`config.mk`:
```
export PLATFORM = sky130hd
export DESIGN_NAME = store_lane_packer
export DESIGN_NICKNAME = d
export VERILOG_FILES = /design/src/rtl/store_lane_packer.sv
export SDC_FILE = /design/constraint.sdc
export NUM_CORES = 1
export LEC_CHECK = 0
export CORE_UTILIZATION = 40
export DETAILED_ROUTE_END_ITERATION = 10
export GPL_TIMING_DRIVEN = 0
export PLACE_DENSITY_LB_ADDON = 0.3
export SLEW_MARGIN = 20
export SYNTH_ARGS = -nofsm -noshare
export SYNTH_HDL_FRONTEND = slang
export SYNTH_SLANG_ARGS = --single-unit
export TNS_END_PERCENT = 10
```
`constraint.sdc`:
```
create_clock -name clk -period 1.7 [get_ports clk]
set_input_delay 0.34 -clock clk [delete_from_list [all_inputs] [get_ports clk]]
set_output_delay 0.34 -clock clk [all_outputs]
set_load 0.1 [all_outputs]
```
`src/rtl/store_lane_packer.sv`:
```
// -----------------------------------------------------------------------------
// store_lane_packer
//
// Store-path narrowing unit for the multi-cycle MIPS core. It accepts a 32-bit
// register value, a store size (SB/SH/SW) and a byte address from the datapath.
// It places the valid bytes on the correct lanes of a little-endian 32-bit
// memory word, generates byte enables, and runs a req/ack write to data memory.
//
// Optional feature macro: MISALIGN_SPLIT_EN
//   defined   - stores that cross a word boundary are issued as two aligned
//               beats (BEAT1 then BEAT2), and a single done follows the last ack.
//   undefined - misaligned halfwords (addr[0] = 1) and misaligned words
//               (addr[1:0] != 0) are rejected with err. No BEAT2 path is built.
//
// Ports
//   clk, reset        rising-edge clock, synchronous active-high reset
//   st_valid/st_ready store request from the datapath / unit idle
//   st_size           00 byte, 01 half, 10 word, 11 reserved (always rejected)
//   st_addr, st_data  byte address and register value
//   mem_req/mem_ack   write request to data memory / memory accepted the beat
//   mem_addr          word-aligned beat address
//   mem_wdata         lane-placed write data (the same on both beats)
//   mem_be            byte enables, where bit i covers bits [8i+7:8i]
//   done, err         one-cycle completion / rejection pulses
//   dbg_state_o       current FSM state, for observation only
//
// Handshakes
//   The datapath side is accepted on any rising edge where st_valid && st_ready.
//   The inputs are captured at that edge and are ignored afterwards.
//   On the memory side, mem_req and its addr/wdata/be stay stable until mem_ack
//   is sampled high at a rising edge. mem_ack is ignored while mem_req is low.
// -----------------------------------------------------------------------------
module store_lane_packer #(
  parameter int ADDR_W = 32
) (
  input  logic              clk,
  input  logic              reset,
  input  logic              st_valid,
  output logic              st_ready,
  input  logic [1:0]        st_size,
  input  logic [ADDR_W-1:0] st_addr,
  input  logic [31:0]       st_data,
  output logic              mem_req,
  output logic [ADDR_W-1:0] mem_addr,
  output logic [31:0]       mem_wdata,
  output logic [3:0]        mem_be,
  input  logic              mem_ack,
  output logic              done,
  output logic              err,
  output logic [1:0]        dbg_state_o
);

  typedef enum logic [1:0] {
    IDLE  = 2'd0,
    BEAT1 = 2'd1,
    BEAT2 = 2'd2
  } state_e;

  localparam logic [1:0] SIZE_BYTE = 2'b00;
  localparam logic [1:0] SIZE_HALF = 2'b01;
  localparam logic [1:0] SIZE_WORD = 2'b10;

  state_e              state_q, state_d;
  logic                mem_req_q, mem_req_d;
  logic [ADDR_W-1:0]   mem_addr_q, mem_addr_d;
  logic [31:0]         mem_wdata_q, mem_wdata_d;
  logic [3:0]          mem_be_q, mem_be_d;
  logic                done_q, done_d;
  logic                err_q, err_d;
`ifdef MISALIGN_SPLIT_EN
  // These are the byte enables of the second word. They are nonzero only for
  // a store that crosses a word boundary.
  logic [3:0]          hi_be_q, hi_be_d;
`endif

  // Lane placement, computed from the live inputs. It is used only on the
  // accept edge.
  logic [1:0]  off;
  logic [3:0]  mask;
  logic [7:0]  lanes8;
  logic [31:0] rot_data;
  logic        reject;

  assign off = st_addr[1:0];

  always_comb begin
    mask = 4'b0000;
    case (st_size)
      SIZE_BYTE: mask = 4'b0001;
      SIZE_HALF: mask = 4'b0011;
      SIZE_WORD: mask = 4'b1111;
      default:   mask = 4'b0000;
    endcase
  end

  // Shifting over 8 bits lets the enables that spill past lane 3 land in the
  // upper nibble. Those bits are the lanes of the next word.
  assign lanes8 = {4'b0000, mask} << off;

  // A rotate, rather than a shift, keeps the spilled bytes in the low lanes.
  // The second beat can then reuse the same data word.
  always_comb begin
    rot_data = st_data;
    case (off)
      2'd0:    rot_data = st_data;
      2'd1:    rot_data = {st_data[23:0], st_data[31:24]};
      2'd2:    rot_data = {st_data[15:0], st_data[31:16]};
      2'd3:    rot_data = {st_data[7:0],  st_data[31:8]};
      default: rot_data = st_data;
    endcase
  end

`ifdef MISALIGN_SPLIT_EN
  assign reject = (st_size == 2'b11);
`else
  // A word-crossing store shows up as a nonzero upper nibble. A halfword at
  // offset 1 stays inside the word but is still misaligned, so it is tested
  // separately.
  assign reject = (st_size == 2'b11) ||
                  (lanes8[7:4] != 4'b0000) ||
                  ((st_size == SIZE_HALF) && off[0]);
`endif

  // Next-state and output logic
  always_comb begin
    state_d     = state_q;
    mem_req_d   = mem_req_q;
    mem_addr_d  = mem_addr_q;
    mem_wdata_d = mem_wdata_q;
    mem_be_d    = mem_be_q;
    done_d      = 1'b0;
    err_d       = 1'b0;
`ifdef MISALIGN_SPLIT_EN
    hi_be_d     = hi_be_q;
`endif

    case (state_q)
      IDLE: begin
        if (st_valid) begin
          if (reject) begin
            err_d = 1'b1;
          end else begin
            state_d     = BEAT1;
            mem_req_d   = 1'b1;
            mem_addr_d  = {st_addr[ADDR_W-1:2], 2'b00};
            mem_wdata_d = rot_data;
            mem_be_d    = lanes8[3:0];
`ifdef MISALIGN_SPLIT_EN
            hi_be_d     = lanes8[7:4];
`endif
          end
        end
      end

      BEAT1: begin
        if (mem_ack) begin
          state_d   = IDLE;
          mem_req_d = 1'b0;
          done_d    = 1'b1;
`ifdef MISALIGN_SPLIT_EN
          // Move straight to the second word. mem_req stays high, so there is
          // no gap between the two beats.
          if (hi_be_q != 4'b0000) begin
            state_d    = BEAT2;
            mem_req_d  = 1'b1;
            done_d     = 1'b0;
            mem_addr_d = mem_addr_q + ADDR_W'(4);
            mem_be_d   = hi_be_q;
          end
`endif
        end
      end

`ifdef MISALIGN_SPLIT_EN
      BEAT2: begin
        if (mem_ack) begin
          state_d   = IDLE;
          mem_req_d = 1'b0;
          done_d    = 1'b1;
        end
      end
`endif

      default: begin
        state_d   = IDLE;
        mem_req_d = 1'b0;
      end
    endcase
  end

  // State registers
  always_ff @(posedge clk) begin
    if (reset) begin
      state_q     <= IDLE;
      mem_req_q   <= 1'b0;
      mem_addr_q  <= '0;
      mem_wdata_q <= 32'h0;
      mem_be_q    <= 4'b0000;
      done_q      <= 1'b0;
      err_q       <= 1'b0;
`ifdef MISALIGN_SPLIT_EN
      hi_be_q     <= 4'b0000;
`endif
    end else begin
      state_q     <= state_d;
      mem_req_q   <= mem_req_d;
      mem_addr_q  <= mem_addr_d;
      mem_wdata_q <= mem_wdata_d;
      mem_be_q    <= mem_be_d;
      done_q      <= done_d;
      err_q       <= err_d;
`ifdef MISALIGN_SPLIT_EN
      hi_be_q     <= hi_be_d;
`endif
    end
  end

  assign st_ready    = (state_q == IDLE);
  assign mem_req     = mem_req_q;
  assign mem_addr    = mem_addr_q;
  assign mem_wdata   = mem_wdata_q;
  assign mem_be      = mem_be_q;
  assign done        = done_q;
  assign err         = err_q;
  assign dbg_state_o = state_q;

endmodule

```
# Yosys cells after proc, flatten, opt, wreduce, memory -nomap -nowiden
# Index checks and enable logic that the tools add are counted.
[op_classes]
eq_ne = 10
mux = 12
n_bitwise = 4
n_reduce_logical = 11
n_shift = 1
[ops]
columns = ["op", "n"]
rows = [
  ["32-bit case mux with 4 select lines", 1],
  ["4-bit case mux with 3 select lines", 1],
  ["2-bit == test (second input constant)", 4],
  ["4-bit by 2-bit << shifter with 8-bit output", 1],
  ["2-bit by 1-bit == test with 1-bit output (second input constant)", 3],
  ["2-bit logical NOT", 3],
  ["2-bit 2-to-1 mux", 3],
  ["2-bit != test (second input constant)", 3],
  ["3-bit AND reduction", 2],
  ["1-bit 2-to-1 mux", 5],
  ["1-bit NOT", 4],
  ["2-bit case mux with 2 select lines", 1],
  ["4-bit nonzero test", 1],
  ["3-bit OR reduction", 1],
  ["1-bit logical OR", 2],
  ["1-bit case mux with 2 select lines", 1],
  ["2-bit OR reduction", 1],
  ["1-bit logical AND", 1],
]
[totals]
reg_bits = 71
in_bits = 70

# Depth between registers and ports, before layout
# Gate-level depths: netlist (run 1).
[depth]
depth_word = 9
ltp_mapped = 8
ltp_nobuf = 6

# Worst setup path after synthesis (run 1)
# OpenSTA, ideal clock, no wires.
[synth_timing]
path_kind = "register -> output"
startpoint = "register, netlist name mem_req"
endpoint = "output st_ready"
path_stages_with_launch = 2
path_buffers = 0
arrival_ns = 1.717
t_required_ns = 1.360
setup_slack_ns = -0.357
path_cell_list = "dfxtp_1 -> inv_1"
[synth_rtl]
columns = ["item", "line", "rtl"]
rows = [
  ["end: declaration", "39", "output logic st_ready,"],
]

# Worst setup path in the final report (run 1)
[layout_timing]
startpoint = "input st_addr[1]"
endpoint = "register mem_wdata_q[19] (netlist: mem_wdata[19])"
[layout_between]
elab_chain_len = 6
[layout_lines]
columns = ["item", "line", "rtl"]
rows = [
  ["start: declaration", "41", "input logic [ADDR_W-1:0] st_addr,"],
  ["4-bit by 2-bit << shifter with 8-bit output", "98", "assign lanes8 = {4'b0000, mask} << off;"],
  ["4-bit nonzero test", "120", "(lanes8[7:4] != 4'b0000) ||"],
  ["1-bit logical OR", "119", "assign reject = (st_size == 2'b11) ||"],
  ["1-bit logical OR", "120", ""],
  ["1-bit NOT (no line)", "--", ""],
  ["3-bit AND reduction (no line)", "--", ""],
  ["end signal: assignment", "208", "mem_wdata_q <= mem_wdata_d;"],
  ["end: declaration", "66", "logic [31:0] mem_wdata_q, mem_wdata_d;"],
]
# Several ways; a longest one is shown, not always the timed one.
# A chain may end at the register's enable or synchronous reset.

==> results of run 1 <==
-- state kept, by name, summed over array words and instances (netlist names) --
name / flops
mem_addr: 30
mem_wdata: 32
mem_req: 1
done: 1
err: 1
mem_be: 4
-- cell usage in the layout (no fill, tap or decap), types with 4 or more instances in the layout --
cell             synthesis  final
clkdlybuf4s15_2          0     70
clkbuf_2                 0      4
buf_4                    9     10
a31o_1                  62     62
mux2i_2                  0      4
clkbuf_4                 0      4
mux2i_1                 32     28
buf_6                    7     12
clkbuf_8                 0     13
clkdlybuf4s50_1          0     63
buf_2                   10      6
nor4b_1                 31     30
mux2_1                  33     33
dfxtp_1                 69     68
inv_1                    5      4
clkbuf_1                22     16
nor4_1                  32     28
-- layout make-up --
cell class | count | area share
buffer | 48 | 0.06133
clock buffer | 11 | 0.02669
clock inverter | 4 | 0.008383
inverter | 5 | 0.003309
multi-input combinational | 226 | 0.3686
sequential | 69 | 0.2442
tap | 108 | 0.02383
timing repair buffer | 143 | 0.2636
-- worst max path at each step --
stage / end / cells after the start / slack, ns
after detailed placement: mem_wdata[5]$_SDFFE_PP0P_ / 8 / -0.96
final: mem_wdata[19]$_SDFFE_PP0P_ / 7 / 0.02
after global placement: mem_wdata[18]$_SDFFE_PP0P_ / 9 / -0.97
after global routing: mem_addr[16]$_SDFFE_PP0P_ / 7 / -0.04
after CTS: mem_wdata[4] / 1 / -0.20
after floorplan: mem_wdata[10]$_SDFFE_PP0P_ / 8 / -0.01
-- per-layer routing --
metal,global-route usage,up-vias,part of all wire
met5,0,-,0
met1,0.3148,1697,0.44
met2,0.3991,134,0.48
met3,0.06259,24,0.062
li1,-,1650,-
met4,0.08145,0,0.019
-- metrics by stage --
stage	hold WS (ns)	cells	TNS, ns
after global placement	0.4558	595	-64.02
after floorplan	0.4925	348	-0.2159
after global routing	0.2996	614	-0.2519
after detailed placement	0.4631	595	-65.34
final	0.3196	614	0
after CTS	0.4813	614	-0.2452
-- timing repair --
action	4_1_cts	5_1_grt
resized for setup	255	20
setup buffers	2	0
gates cloned	2	0
pin swaps	3	2
endpoints found under the hold margin	0	0
setup endpoints to repair	139	63
-- logic make-up (layout without fill, tap and decap cells) --
logic type	after synthesis	count (layout)	share of synthesized area
buffers and inverters	53	211	0.08176
other	1	3	0.001030
adder cells (fa/ha/maj)	5	5	0.01718
flip-flops	69	69	0.3792
AO/OA/AOI/OAI	76	76	0.1783
multiplexers	65	65	0.1900
AND/OR/NAND/NOR	77	77	0.1525
-- worst max-delay path, stage by stage --
cell	delay [ns]
clkdlybuf4s15_2	0.25
buf_6	0.18
buf_4	0.20
mux2_1	0.38
mux2i_2	0.25
nor4_1	0.10
a31o_1	0.21
-- where the power goes --
group / switching (mW) / internal (mW) / total [mW]
combinational: 1.29 / 0.579 / 1.87
clock: 0.614 / 0.745 / 1.36
sequential: 0.0594 / 1.72 / 1.78
total: 1.96 / 3.05 / 5.01
==> reports/results.ini, run 1 <==
[yosys]
synth_top_area_frac = 0.3793
ys_seq_elements = 69
synthFlopType = dfxtp_1
ys_types = 33
post-synth-top-count-cell = dfxtp_1
synth_cells = 346
yosysWarnings = 0
synth_edf_count = 0
synth_area_per_cell_sq_um = 10.53
ys_top_cells_by_area = dfxtp_1 (38%), a31o_1 (15%), mux2_1 (10%), mux2i_1 (8.8%), nor4b_1 (7.5%)
synth-async-reset-ratio = 0
ys_top_cells_by_count = dfxtp_1 (69), a31o_1 (62), mux2_1 (33), mux2i_1 (32), nor4_1 (32)
synth.yosys.seq_area_share = 0.3793
synthDominantAreaCellType = dfxtp_1
syn_area_sq_um = 3642

[worst_hold_path]
hp-start = st_valid
min_to = err$_SDFF_PP0_
hp-class = in -> reg
holdPathStages = 2

[timing]
period_share = 0.9878
period_minus_slack_ns = 1.679
slew_violations = 0
worst_pin_slew_ns = 0.6549
fmax_mhz = 595.5
worst_slack_ns = 0.02066
hold_viol_final = 0
slew-limit-headroom = 0.5634
rsz0062_at_grt = yes
skew_ns = 0.004445
report.final.setup_viol = 0

[route]
wire_per_inst_um = 18.59
ant_nets = 0
wirelength_mm = 11.41
vias_per_cell = 5.708
num_vias = 3505
drtIter0Drc = 211
drc = 0
dr.pass1.iters = 4

[floorplan]
fp-row-count = 34
initial_core_util = 0.4156
io_pins = 144
die_w_um = 97.43
die_area_sq_um = 9492
core-area_sq_um = 8763
die_y_um = 97.43

[setup_path]
r2r_start = mem_req$_SDFFE_PP0P_
critPathKind = in -> reg
cp-end-kind = flip-flop
startpoint_type = primary input
reg2reg_slack_ns = 0.08
worst-r2r-cell-count = 5
crit_start = st_addr[1]
r2r-end = mem_be[3]$_SDFFE_PP0P_
cp.arrival_ns = 1.92
crit_required_ns = 1.94
cp_max_fo = 10

[cells_and_area]
area_growth_pct = 55.72
final_nets = 577
final_core_util = 0.6472
n_antenna_cell = 0
drive_gt1_frac = 0.2866
seqCellArea_sq_um = 1385
post-route-cell-area_sq_um = 5672
num-fill-cells = 721
multi_input_area_sq_um = 2091

[global_route]
antenna_found_initial = 0
grt_use_total = 0.2450
grt_pass1_wl_mm = 18.44
grt_pass1_vias = 3551
grt_overflow = 0
grt_max_degree = 12

[clock_network]
htreeDepth = 3
cts.reportedPaths.clkPinSlew_ns = 0.07
cts_buffer_depth = 2
hold_buffers = 0
cts_tree = yes
insertion_delay_ns = 0.34
clock_sinks = 69
cts_buffers = 9
root_buffer = clkbuf_8

[pwr]
leakage_nw = 2.107
total_power_mw = 5.007
power_density_nw_per_um2 = 882.7
peakVddDrop_mv = 0.5061

[placement]
dp_hpwl_mm = 8.281
gp_congestion = 0.9225
io_buffers = 139
postPlaceCellArea_sq_um = 5182
post-place-ws_ns = -0.9625

[run]
drv_cap = 0

[run_status]
outcome = finished clean

(Power assumes the default switching activity.)
==> inputs of run 2 (changes only) <==
- ABC_AREA: unset -> 1
- CORE_UTILIZATION: 40 -> 30
- SLEW_MARGIN: 20 -> 0
==> run 2 against run 1 <==
Critical path type is now reg -> out; worst hold slack improved by 0.082 ns; sequential power increased by 3%; wire length increased by 0.81%; flip-flop and latch count unchanged; cell area increased by 2.1%; die area increased by 38%; critical path depth decreased by 5; largest power group unchanged.
==> reports/results.ini, run 2 <==
[clock_network]
insertion_delay_ns = 0.33  ; about the same
clock_sinks = 69  ; unchanged
htreeDepth = 3  ; unchanged
cts.reportedPaths.clkPinSlew_ns = 0.06  ; about the same
root_buffer = clkbuf_16
cts_buffer_depth = 2  ; unchanged
post_cts_buffers = 0  ; -2
cts_tree = yes
cts_buffers = 9  ; unchanged

[run]
drv_cap = 0  ; unchanged

[cells_and_area]
final_core_util = 0.4763  ; -0.1709
largest_reg_flops = 32  ; unchanged
area_growth_pct = 52.91
post-route-cell-area_sq_um = 5793  ; +2.1%
final_common_cell = nand2_1
num-fill-cells = 1294  ; +79%
n_antenna_cell = 0  ; unchanged
final_cell_mix = nand2_1 (269), nor2_1 (135), inv_1 (80)
drive_gt1_frac = 0.1536  ; -0.1330
final_cells = 969  ; +58%
final_nets = 871  ; +51%

[yosys]
synth_compound_area_frac = 0.005284  ; -0.1730
ys_types = 18  ; -45%
synth_top_family_by_area = simple AND/OR/NAND/NOR gates
synth_cells = 645  ; +86%
synthSimpleGateAreaFrac = 0.4729  ; +0.3204
ys_top_cells_by_count = nand2_1 (269), nor2_1 (137), inv_1 (80), dfxtp_1 (69), nand4_1 (33)
synth_xor_area_frac = 0  ; unchanged
synth_edf_count = 0  ; unchanged
synthDominantAreaCellType = dfxtp_1
syn_area_sq_um = 3789  ; +4.0%
yosysWarnings = 0  ; unchanged
synth_mux_area_frac = 0  ; -0.1900
ys_top_cells_by_area = dfxtp_1 (36%), nand2_1 (27%), nor2_1 (14%), inv_1 (7.9%), nand4_1 (5.4%)
synthFlopType = dfxtp_1
synth.yosys.seq_area_share = 0.3646  ; -0.01465
synth_top_area_frac = 0.3646  ; -0.01465
ys_seq_elements = 69  ; unchanged
synth-async-reset-ratio = 0  ; unchanged
post-synth-top-count-cell = nand2_1
synthAdderAreaFrac = 0.01651  ; -0.0006637
synth_area_per_cell_sq_um = 5.874  ; -44%

[floorplan]
core-area_sq_um = 12160  ; +39%
initial_core_util = 0.3115  ; -0.1041
io_pins = 144  ; unchanged
die_y_um = 114.4  ; +17%
fp-row-count = 40  ; +18%
die_w_um = 114.4  ; +17%
die_area_sq_um = 13080  ; +38%

[timing]
setup-tns-final_ns = 0  ; unchanged
hold_viol_final = 0  ; unchanged
worst_pin_slew_ns = 0.5785  ; -0.07634 ns
whs_ns = 0.4012  ; +0.08154 ns
slew_violations = 0  ; unchanged
report.final.setup_viol = 0  ; unchanged
slew-limit-headroom = 0.6161  ; +0.05269
worst_slack_ns = 0.06689  ; +0.04623 ns
rsz0062_at_grt = no
fmax_mhz = 612.3  ; +2.8%
skew_ns = 0.004036  ; -0.0004085 ns
period_share = 0.9607  ; -0.02719
period_minus_slack_ns = 1.633  ; -0.04623 ns

[route]
ant_nets = 0  ; unchanged
wirelength_mm = 11.51  ; +0.81%
vias_per_cell = 4.328  ; -24%
num_vias = 4194  ; +20%
drc = 0  ; unchanged
drtIter0Drc = 362  ; +72%
wire_per_inst_um = 11.87  ; -36%
dr.pass1.iters = 6  ; +2

[global_route]
grt_pass1_vias = 3737  ; +5.2%
antenna_found_initial = 0  ; unchanged
grt_max_degree = 12  ; unchanged
grt_pass1_wl_mm = 18.34  ; -0.52%
grt_use_total = 0.1811  ; -0.06388
grt_overflow = 0  ; unchanged

[pwr]
seqPwrFrac = 0.317  ; -0.039
switching_share = 0.4130  ; +0.02146
leakage_nw = 2.776  ; +32%
p_sw_mw = 2.392  ; +22%
clock_power_share = 0.301  ; +0.030
p_int_mw = 3.400  ; +12%
combPwrFrac = 0.382  ; +0.009
power_density_nw_per_um2 = 999.8  ; +13%
total_power_mw = 5.792  ; +16%
peakVddDrop_mv = 0.4230  ; -16%

[placement]
postPlaceCellArea_sq_um = 5389  ; +4.0%
post-place-ws_ns = -0.7577  ; +0.2047 ns
io_buffers = 138  ; -0.72%
gp_congestion = 0.9197  ; -0.30%
dp_hpwl_mm = 8.621  ; +4.1%
place_inst = 953  ; +60%

[setup_path]
crit_start = mem_req$_SDFFE_PP0P_
cp-end-kind = output port
critPathKind = reg -> out
crit_required_ns = 1.36  ; -0.58 ns
startpoint_type = flip-flop
r2r_start = mem_req$_SDFFE_PP0P_
cp_max_fo = 5  ; -5
cp.arrival_ns = 1.29  ; -0.63 ns

[run_status]
outcome = finished clean

[worst_hold_path]
hp-class = in -> reg
hp-start = st_addr[1]

run 2: cell count changes in the layout (fill, tap and decap cells not counted), moves of 33 or more:
cell	previous run	this run
a31o_1	62	0
inv_1	4	80
mux2_1	33	0
nor2_1	2	135
nand4_1	0	33
nand2_1	0	269
run 2: layout make-up:
type | instances | area [sq um] | share of cell area
buffer | 39 | 250.2 | 0.04320
clock buffer | 13 | 260.3 | 0.04492
clock inverter | 3 | 20.02 | 0.003456
inverter | 80 | 300.3 | 0.05184
multi-input combinational | 459 | 1913 | 0.3302
sequential | 69 | 1383 | 0.2387
tap | 168 | 210.2 | 0.03629
timing repair buffer | 138 | 1456 | 0.2514
run 2: cell families (layout without fill, tap and decap cells):
kind of cell / count (synthesis) / in the layout
compound gates: 4 / 4
other cells: 1 / 3
simple gates: 447 / 447
buf+inv: 119 / 273
fa+ha+maj: 5 / 5
flops: 69 / 69
run 2: layer usage:
metal,GRT usage,wire [um],vias up,part of all wire
met5,0,0,-,0
met1,0.2423,5410,1786,0.47
met4,0.07446,238,0,0.021
met3,0.03812,911,15,0.079
met2,0.2828,4945,185,0.43
li1,-,-,2208,-
run 2: repair_timing:
action / 4_1_cts / 5_1_grt
hold buffers: 0 / 0
resized for setup: 226 / 9
hold endpoints to repair: 0 / 0
cloned: 0 / 0
endpoints found under the setup margin: 138 / 61
run 2: final timing paths:
kind / slack, ns / depth (start not counted) / end
worst max register to register: 0.24 / 6 / mem_wdata[28]$_SDFFE_PP0P_
worst max-delay path: 0.07 / 2 / st_ready
worst min register to register: 0.51 / 2 / done$_SDFF_PP0_
worst min-delay path: 0.40 / 3 / err$_SDFF_PP0_
run 2: power groups by stage:
stage	sequential [mW]	clock, mW	combinational [mW]
finish	1.83	1.74	2.21
global placement	1.86	0	2.24
detailed placement	1.87	0	2.24
CTS	1.84	1.82	2.22
global route	1.85	1.89	2.35
floorplan	2.89	0	0.594
run 2: worst max-delay path, cell delays in order (launching register included):
cell             delay (ns)
dfxtp_2                0.35
inv_1                  0.07
clkdlybuf4s15_2        0.55
==> inputs of run 3 (changes only) <==
- clock period: 1.7 -> 2.1 ns (I/O delays scaled with it)
==> run 3 against run 2 <==
First-iteration DRC count is 5.0% lower; flip-flop and latch count stayed put; critical path depth is the same; via count down 0.50%; die area is the same; critical path type unchanged; critical endpoint unchanged; largest cell class unchanged; largest power group unchanged.
==> reports/results.ini, run 3 (synthesis gave the netlist of run 2 again) <==
[run_status]
outcome = finished clean

[placement]
gp_congestion = 0.9197  ; unchanged
dp_hpwl_mm = 8.621  ; unchanged
place_inst = 953  ; unchanged
postPlaceCellArea_sq_um = 5389  ; unchanged
io_buffers = 138  ; unchanged

[setup_path]
critPathSlowestCell = dlygate4sd2_1
crit_chain = inv_1 -> dlygate4sd2_1
critPathMaxStageDelay_ns = 0.85  ; +0.30 ns
cp-end-kind = output port
crit_required_ns = 1.68  ; +0.32 ns
startpoint_type = flip-flop
critPathKind = reg -> out
r2r-end = mem_wdata[28]$_SDFFE_PP0P_
cp_top_family = buffers and inverters
cp.arrival_ns = 1.58  ; +0.29 ns
worst-r2r-cell-count = 6  ; unchanged
path_buf_inv = 2  ; unchanged
crit_start = mem_req$_SDFFE_PP0P_
reg2reg_slack_ns = 0.66  ; +0.42 ns
r2r_start = mem_req$_SDFFE_PP0P_
cp_max_fo = 5  ; unchanged

[timing]
rsz0062_at_grt = no
hold_viol_final = 0  ; unchanged
report.final.setup_viol = 0  ; unchanged
period_share = 0.9539
whs_ns = 0.4853  ; +0.08417 ns
slew_violations = 0  ; unchanged
slew-limit-headroom = 0.3259  ; -0.2902
worst_pin_slew_ns = 1.015  ; +0.4367 ns
fmax_mhz = 499.2
skew_ns = 0.003856  ; -0.0001802 ns
period_minus_slack_ns = 2.003

[cells_and_area]
final_cell_mix = nand2_1 (269), nor2_1 (136), inv_1 (80)
num-fill-cells = 1334  ; +3.1%
n_antenna_cell = 0  ; unchanged
post-route-cell-area_sq_um = 5609  ; -3.2%
multi_input_area_sq_um = 1901  ; -0.65%
drive_gt1_frac = 0.05743  ; -0.09613
final_cells = 969  ; unchanged
area_growth_pct = 48.05
largest_reg_flops = 32  ; unchanged
final_common_cell = nand2_1
seqCellArea_sq_um = 1383  ; unchanged
final_nets = 871  ; unchanged

[global_route]
antenna_found_initial = 0  ; unchanged
grt_overflow = 0  ; unchanged
grt_max_degree = 12  ; unchanged
grt_pass1_vias = 3748  ; +0.29%
grt_use_total = 0.1815  ; +0.0003392
grt_pass1_wl_mm = 18.37  ; +0.15%

[pwr]
leakage_nw = 3.015  ; +8.6%
combPwrFrac = 0.376  ; -0.006
power_density_nw_per_um2 = 825.4  ; -17%
p_int_mw = 2.703  ; -21%
seqPwrFrac = 0.319  ; +0.002
p_sw_mw = 1.927  ; -19%
clock_power_share = 0.305  ; +0.004
peakVddDrop_mv = 0.3402  ; -20%
switching_share = 0.4163  ; +0.003314

[clock_network]
cts.reportedPaths.clkPinSlew_ns = 0.06  ; about the same
cts_buffers = 9  ; unchanged
clock_sinks = 69  ; unchanged
post_cts_buffers = 0  ; unchanged
htreeDepth = 3  ; unchanged
insertion_delay_ns = 0.33  ; about the same
cts_buffer_depth = 2  ; unchanged
hold_buffers = 0  ; unchanged
root_buffer = clkbuf_16
cts_tree = yes

[worst_hold_path]
hp-class = in -> reg
holdPathStages = 4  ; +1
min_to = mem_be[0]$_SDFFE_PP0P_
hp-start = st_addr[1]

[floorplan]
initial_core_util = 0.3115  ; unchanged
core-area_sq_um = 12160  ; unchanged
fp-row-count = 40  ; unchanged
io_pins = 144  ; unchanged
die_area_sq_um = 13080  ; unchanged
die_w_um = 114.4  ; unchanged
die_y_um = 114.4  ; unchanged

[run]
drv_cap = 0  ; unchanged

[route]
wirelength_mm = 11.50  ; about the same
drtIter0Drc = 344  ; -5.0%
num_vias = 4173  ; -0.50%
wire_per_inst_um = 11.87  ; about the same
drc = 0  ; unchanged
ant_nets = 0  ; unchanged
vias_per_cell = 4.307  ; -0.50%
dr.pass1.iters = 5  ; -1

==> run 3: cell count changes in the layout (fill, tap and decap cells not counted), sizes merged <==
cell	change
dlymetal6s2s	+2
clkdlybuf4s15	-70
dlygate4sd2	+70
clkbuf	-2
==> run 3: layout make-up <==
cell class	count	area share
multi-input combinational	459	0.3388
sequential	69	0.2465
inverter	80	0.05354
tap	168	0.03747
buffer	39	0.04261
clock inverter	3	0.003569
clock buffer	13	0.04640
timing repair buffer	138	0.2311
==> run 3: power groups by stage <==
stage	Clock [mW]	Sequential, mW	Combinational, mW
after floorplan	0	2.34	0.481
after global placement	0	1.51	1.81
after detailed placement	0	1.51	1.81
after CTS	1.47	1.48	1.74
after global routing	1.53	1.49	1.85
final	1.41	1.48	1.74
==> run 3: timing repair <==
item / in CTS / in global routing
hold endpoints to repair: 0 / 0
setup endpoints to repair: 74 / 65
gates resized for setup: 74 / 6
gates cloned: 0 / 0
==> run 3: how the worst max path moves through the flow <==
stage	to	cells after the start
detailed placement	mem_be[3]$_SDFFE_PP0P_	10
floorplan	st_ready	1
global placement	mem_be[3]$_SDFFE_PP0P_	10
global route	st_ready	2
CTS	dbg_state_o[0]	2
finish	st_ready	2
==> run 3: metal layers <==
| metal | up-vias | track usage | share of wire |
|---|---|---|---|
| li1 | 2207 | - | - |
| met1 | 1768 | 0.2439 | 0.48 |
| met2 | 175 | 0.2824 | 0.42 |
| met3 | 23 | 0.03706 | 0.074 |
| met4 | 0 | 0.07532 | 0.027 |
| met5 | - | 0 | 0 |
==> run 3: worst register-to-register path: cells and delay by family (launching register included) <==
family / cells / cell delay, ns
and+or+nand+nor: 4 / 0.64
DFF: 1 / 0.34
buffers and inverters: 2 / 0.35
==> run 3: through the flow <==
| step | TNS, ns | utilization | setup slack (ns) | power [mW] |
|---|---|---|---|---|
| global placement | -18.54 | 0.4431 | -0.4099 | 3.322 |
| CTS | 0 | 0.4599 | 0.01523 | 4.692 |
| detailed placement | -19.35 | 0.4431 | -0.4377 | 3.326 |
| global route | 0 | 0.4612 | 0.05165 | 4.874 |
| finish | 0 | 0.4612 | 0.09681 | 4.630 |
| floorplan | 0 | - | 0.4574 | 2.822 |
